==> src/rtl/rf_multiport.sv <==
// rf_multiport: DW x 2^AW register file for the decode stage.
//
// NRD combinational read ports behind registered read addresses, one write
// port staged for a cycle before it reaches the array, staged-write bypass, a
// read-address hold for pipeline stalls, and a hardware clear sequencer that
// zeroes the array after every reset.
//
// Optional feature macro: RF_SHADOW_BANK_EN adds a second (interrupt-shadow)
// bank selected by bank_sel for both reads and writes.
//
// Ports:
//   clk       clock, all state changes on the rising edge
//   rst       asynchronous active-high reset; restarts the clear sequence
//   wr_data   write data (DW)
//   wr_addr   write address (AW)
//   wr_en     write request, sampled every edge, ignored while clearing
//   rd_addr   packed read addresses, port k at [k*AW +: AW]
//   rd_hold   keep the read-address registers (stall)
//   bank_sel  bank for reads and writes (RF_SHADOW_BANK_EN only)
//   rd_data   packed read data, port k at [k*DW +: DW]
//   clr_busy  clear sequencer active; reads return 0 while high
module rf_multiport #(
  parameter int unsigned DW       = 32,
  parameter int unsigned AW       = 5,
  parameter int unsigned NRD      = 2,
  parameter bit          ZERO_REG = 1'b1
) (
  input  logic              clk,
  input  logic              rst,
  input  logic [DW-1:0]     wr_data,
  input  logic [AW-1:0]     wr_addr,
  input  logic              wr_en,
  input  logic [NRD*AW-1:0] rd_addr,
  input  logic              rd_hold,
`ifdef RF_SHADOW_BANK_EN
  input  logic              bank_sel,
`endif
  output logic [NRD*DW-1:0] rd_data,
  output logic              clr_busy
);

  localparam int unsigned DEPTH = 1 << AW;

`ifdef RF_SHADOW_BANK_EN
  localparam int unsigned NBANK = 2;
  localparam int unsigned IW    = AW + 1;
`else
  localparam int unsigned NBANK = 1;
  localparam int unsigned IW    = AW;
`endif

  typedef enum logic {StClear, StRun} state_e;

  state_e state_q, state_d;
  logic [AW-1:0] cnt_q, cnt_d;

  // Write staging stage.
  logic          s_en_q, s_en_d;
  logic [AW-1:0] s_addr_q;
  logic [DW-1:0] s_data_q;

  // Read-address registers, packed like rd_addr.
  logic [NRD*AW-1:0] r_addr_q;

`ifdef RF_SHADOW_BANK_EN
  logic s_bank_q;
  logic r_bank_q;
`endif

  // Bank b, address a lives at index {b, a}.
  logic [DW-1:0] mem [NBANK*DEPTH];

  logic [IW-1:0] w_idx;
  logic [IW-1:0] clr_idx;
  logic          s_zero;

  assign clr_busy = (state_q == StClear);

  // ---------------------------------------------------------------------------
  // Clear sequencer
  // ---------------------------------------------------------------------------
  always_comb begin
    state_d = state_q;
    cnt_d   = cnt_q;
    unique case (state_q)
      StClear: begin
        // Explicit terminal compare: leave after entry DEPTH-1 is written.
        if (cnt_q == AW'(DEPTH - 1)) begin
          state_d = StRun;
          cnt_d   = '0;
        end else begin
          cnt_d = cnt_q + AW'(1);
        end
      end
      StRun:   state_d = StRun;
      default: state_d = StClear;
    endcase
  end

  // Write requests are dropped while the array is being cleared.
  assign s_en_d = wr_en & (state_q == StRun);

  always_ff @(posedge clk or posedge rst) begin
    if (rst) begin
      state_q  <= StClear;
      cnt_q    <= '0;
      s_en_q   <= 1'b0;
      s_addr_q <= '0;
      s_data_q <= '0;
      r_addr_q <= '0;
`ifdef RF_SHADOW_BANK_EN
      s_bank_q <= 1'b0;
      r_bank_q <= 1'b0;
`endif
    end else begin
      state_q  <= state_d;
      cnt_q    <= cnt_d;
      s_en_q   <= s_en_d;
      s_addr_q <= wr_addr;
      s_data_q <= wr_data;
`ifdef RF_SHADOW_BANK_EN
      s_bank_q <= bank_sel;
`endif
      if (!rd_hold) begin
        r_addr_q <= rd_addr;
`ifdef RF_SHADOW_BANK_EN
        r_bank_q <= bank_sel;
`endif
      end
    end
  end

  // ---------------------------------------------------------------------------
  // Array write: clear sequencer has priority, otherwise commit the staged write
  // ---------------------------------------------------------------------------
`ifdef RF_SHADOW_BANK_EN
  assign w_idx   = {s_bank_q, s_addr_q};
  assign clr_idx = {1'b0, cnt_q};
`else
  assign w_idx   = s_addr_q;
  assign clr_idx = cnt_q;
`endif

  assign s_zero = ZERO_REG && (s_addr_q == '0);

  // No reset on the storage itself; the clear sequencer zeroes it instead.
  always_ff @(posedge clk) begin
    if (state_q == StClear) begin
      mem[clr_idx] <= '0;
`ifdef RF_SHADOW_BANK_EN
      mem[{1'b1, cnt_q}] <= '0;
`endif
    end else if (s_en_q && !s_zero) begin
      mem[w_idx] <= s_data_q;
    end
  end

  // ---------------------------------------------------------------------------
  // Read ports: clear > zero register > staged-write bypass > array
  // ---------------------------------------------------------------------------
  for (genvar k = 0; k < NRD; k++) begin : g_rd
    logic [AW-1:0] ra;
    logic [IW-1:0] ri;
    logic          hit;
    logic [DW-1:0] rd;

    assign ra = r_addr_q[k*AW +: AW];

`ifdef RF_SHADOW_BANK_EN
    assign ri  = {r_bank_q, ra};
    assign hit = s_en_q && (s_addr_q == ra) && (s_bank_q == r_bank_q);
`else
    assign ri  = ra;
    assign hit = s_en_q && (s_addr_q == ra);
`endif

    always_comb begin
      rd = mem[ri];
      if (clr_busy) begin
        rd = '0;
      end else if (ZERO_REG && (ra == '0)) begin
        rd = '0;
      end else if (hit) begin
        rd = s_data_q;
      end
    end

    assign rd_data[k*DW +: DW] = rd;
  end

endmodule

==> config.mk <==
export PLATFORM = sky130hd
export DESIGN_NAME = rf_multiport
export DESIGN_NICKNAME = d
export VERILOG_FILES = /design/src/rtl/rf_multiport.sv
export SDC_FILE = /design/constraint.sdc
export NUM_CORES = 1
export LEC_CHECK = 0
export ABC_CLOCK_PERIOD_IN_PS = 5800
export CAP_MARGIN = 20
export CORE_MARGIN = 4
export CORE_UTILIZATION = 60
export DETAILED_ROUTE_END_ITERATION = 10
export DONT_BUFFER_PORTS = 1
export PLACE_DENSITY = 0.76
export SLEW_MARGIN = 10
export SYNTH_ARGS = -nofsm -noshare
export SYNTH_HDL_FRONTEND = slang
export SYNTH_SLANG_ARGS = --single-unit
export TNS_END_PERCENT = 10
==> constraint.sdc <==
create_clock -name clk -period 5.8 [get_ports clk]
set_input_delay 0.58 -clock clk [delete_from_list [all_inputs] [get_ports clk]]
set_output_delay 0.58 -clock clk [all_outputs]
set_load 0.02 [all_outputs]
==> results_dict.tcl <==
set metrics [dict create \
    run_status "finished, final reports clean" \
    drive_above_1_share 0.248 \
    io_buffers 0 \
    setup_violations 0 \
    cts_resized 0 \
    seq_area_frac_synth 0.627 \
    num_rows 106 \
    hold_depth 1 \
    die_x_um 300 \
    cts_tree "done" \
    skew_ns 0.0363 \
    n_fill_cell 5331 \
    insertion_delay_ns 0.70 \
    yosysTopAreaCellShare 0.601 \
    r2r-start "state_q" \
    hold_path_end "r_addr_q[5]" \
    path_max_fanout 40 \
    die-area_um2 90000 \
    synth_cell_types 66 \
    track_usage 0.342 \
    layout_commonest_cell "edfxtp_1" \
    path_clk_slew_ns 0.06 \
    drtAntennaViolNets 0 \
    cts-root-buf "clkbuf_16" \
    clock-sinks 1078 \
    drt-initial-drc-count 4634 \
    slew_headroom 0.122 \
    fin_crit_sh 0.887 \
    grt_remaining_overflow 0 \
    dr.pass1.iters 6 \
    hpwlAfterDp_um 95100 \
    htreeDepth 3 \
    grt_first_pass_wirelength_um 222000 \
    holdWs_ns 0.0404 \
    slew_viol_final 0 \
    ff2ff_path_depth 4 \
    final_hold_viol_count 0 \
    min-delay-start "rd_addr[5]" \
    yosys_warnings 0 \
    synthFlopType "edfxtp_1" \
    worstSetupEndpointType "output port" \
    r2r_slack_ns 2.16 \
    die_h_um 300 \
    cts-buffers-inserted 109 \
    cp_common_cell "buf_4" \
    drc 0 \
    cp_cell_sequence "buf_4 -> nor4_4 -> a21oi_2 -> buf_4 -> o21ai_0 -> a41oi_1" \
    leakagePower_nw 20.5 \
    crit_path_start_kind "flop" \
    gp_congestion 0.911 \
    clockBufferDepth 3 \
    viasPerCell 7.47 \
    cpPeakStageDelay_ns 0.94 \
    synthTopCellsByArea "edfxtp_1, mux4_2, mux2i_1" \
    fin_tns_setup_ns 0 \
    layout_min_cycle_time_ns 5.14 \
    antenna_found_initial 7 \
    crit_required_ns 5.22 \
    crit_path_top_delay_cell "dfrtp_4" \
    vias 31900 \
    grt_pass1_vias 31900 \
    async_reset_ff_frac 0.0501 \
    routed_wl_um 155000 \
    power.density_nw_per_um2 326 \
    r2r_end "mem[7][21]" \
    avgSynthCellArea_um2 17.0 \
    io_pins 116 \
    tightestPinTransition_ns 1.30 \
    fmax_mhz 194 \
    critPathArrivalTime_ns 4.56 \
    criticalPathCategory "reg2out" \
    rsz0062_at_grt "false" \
    ys_ff_latch 1078 \
    multi_input_area_um2 17900 \
    synth_top_area_cell "edfxtp_1" \
    synth_edf_count 1024 \
    min_path_type "in2reg" \
    cap_violations 0 \
    grt_max_degree 84 \
    core_area_um2 84100 \
    regArea_um2 32100 \
    layout_common_cells "edfxtp_1, mux2i_1, mux4_2" \
    wl_per_cell_um 36.3 \
    start_util 0.609 \
    nets 3096 \
    syn_nets 3065 \
    syn_area_um2 51200 \
    total_power_w 0.0186 \
    syn2layout_area_growth_pct 11.3 \
    syn-instance-count 3012 \
    ir_drop_v 0.000270 \
]
-- through the flow --
step | worst slack [ns] | cells | cell area (µm²) | utilization
5_1_grt | 0.632 | 4265 | 57000 | 0.677
3_3_place_gp | 1.47 | 4000 | 52300 | 0.622
4_1_cts | 0.761 | 4243 | 56600 | 0.673
6_report | 0.656 | 4267 | 57000 | 0.677
3_5_place_dp | 1.52 | 4005 | 52400 | 0.623
2_1_floorplan | 2.36 | 3012 | 51200 | -
-- layer usage --
metal  vias up  track usage  share of wire  wire, µm
met5         -            0        0.00036        55
met4         8        0.141          0.047      7260
met3       476        0.131           0.16     25500
met2      2564        0.506           0.44     68600
met1     16300        0.462           0.34     53400
li1      12600            -              -         -
-- cells by family after synthesis --
| family | after synthesis | share of synthesized area |
|---|---|---|
| compound gates | 517 | 0.0674 |
| xor+xnor | 10 | 0.00171 |
| fa+ha+maj | 2 | 0.000489 |
| buf+inv | 247 | 0.0293 |
| flops | 1078 | 0.627 |
| mux | 859 | 0.247 |
| simple gates | 299 | 0.0273 |
-- registers in the layout, summed over array words and instances (netlist names) --
name      count
state_q       1
r_addr_q     10
s_addr_q      5
clr_idx       5
mem        1024
s_data_q     32
s_en_q        1
-- worst max-delay path, delay by kind of cell (launching register included) --
kind                   cells  cell delay, ns
AO/OA/AOI/OAI              3            1.76
flip-flops                 1            0.94
buffers and inverters      2            0.95
AND/OR/NAND/NOR            1            0.15
-- how the worst max path moves through the flow --
stage	startpoint	end	slack [ns]	cells past startpoint
global placement	r_addr_q[5]	rd_data[47]	1.47	8
finish	r_addr_q[0]	rd_data[25]	0.66	6
floorplan	s_addr_q[0]	mem[20][0]	2.36	6
global route	r_addr_q[5]	rd_data[47]	0.63	8
detailed placement	r_addr_q[5]	rd_data[47]	1.52	8
CTS	r_addr_q[5]	rd_data[47]	0.76	8
-- synthesized netlist by cell type, types with 6 or more instances --
cell	n
edfxtp_1	1024
mux2i_1	433
mux4_2	275
o22ai_1	143
mux2_2	125
nand2_1	103
o21ai_0	99
nor2_1	97
buf_2	73
clkbuf_1	64
buf_4	62
a21oi_1	60
dfrtp_1	54
o211ai_1	45
and2_1	34
buf_6	28
a41oi_1	27
mux4_1	26
a22oi_1	19
a31oi_1	19
o2111ai_1	18
o21ai_1	18
o221a_1	16
nor3_1	15
a221oi_1	13
nor2b_1	10
buf_1	9
nand3_1	9
a211oi_1	8
nand2b_1	7
o22a_1	7
o2111a_1	6
o221ai_1	6
xnor2_1	6
-- what timing repair did --
item | 4_1_cts | 5_1_grt
hold buffers | 39 | 0
hold endpoints to repair | 39 | 0
buffers inserted | 0 | 0
-- area by class of cell --
class                      count  area share
clock buffer                 129      0.0515
antenna                        2   0.0000879
inverter                       5    0.000329
tap                         1134      0.0249
timing repair buffer         162      0.0289
sequential                  1078       0.564
multi-input combinational   1687       0.314
clock inverter                70      0.0161
-- power by group --
part / internal, W / switching, W / total [W] / leakage (nW)
Combinational: 0.000835 / 0.00149 / 0.00232 / 7.28
Sequential: 0.00856 / 0.000164 / 0.00873 / 11.3
Clock: 0.00447 / 0.00307 / 0.00755 / 1.86
Total: 0.0139 / 0.00472 / 0.0186 / 20.5
Power figures use the tool's default switching activity.
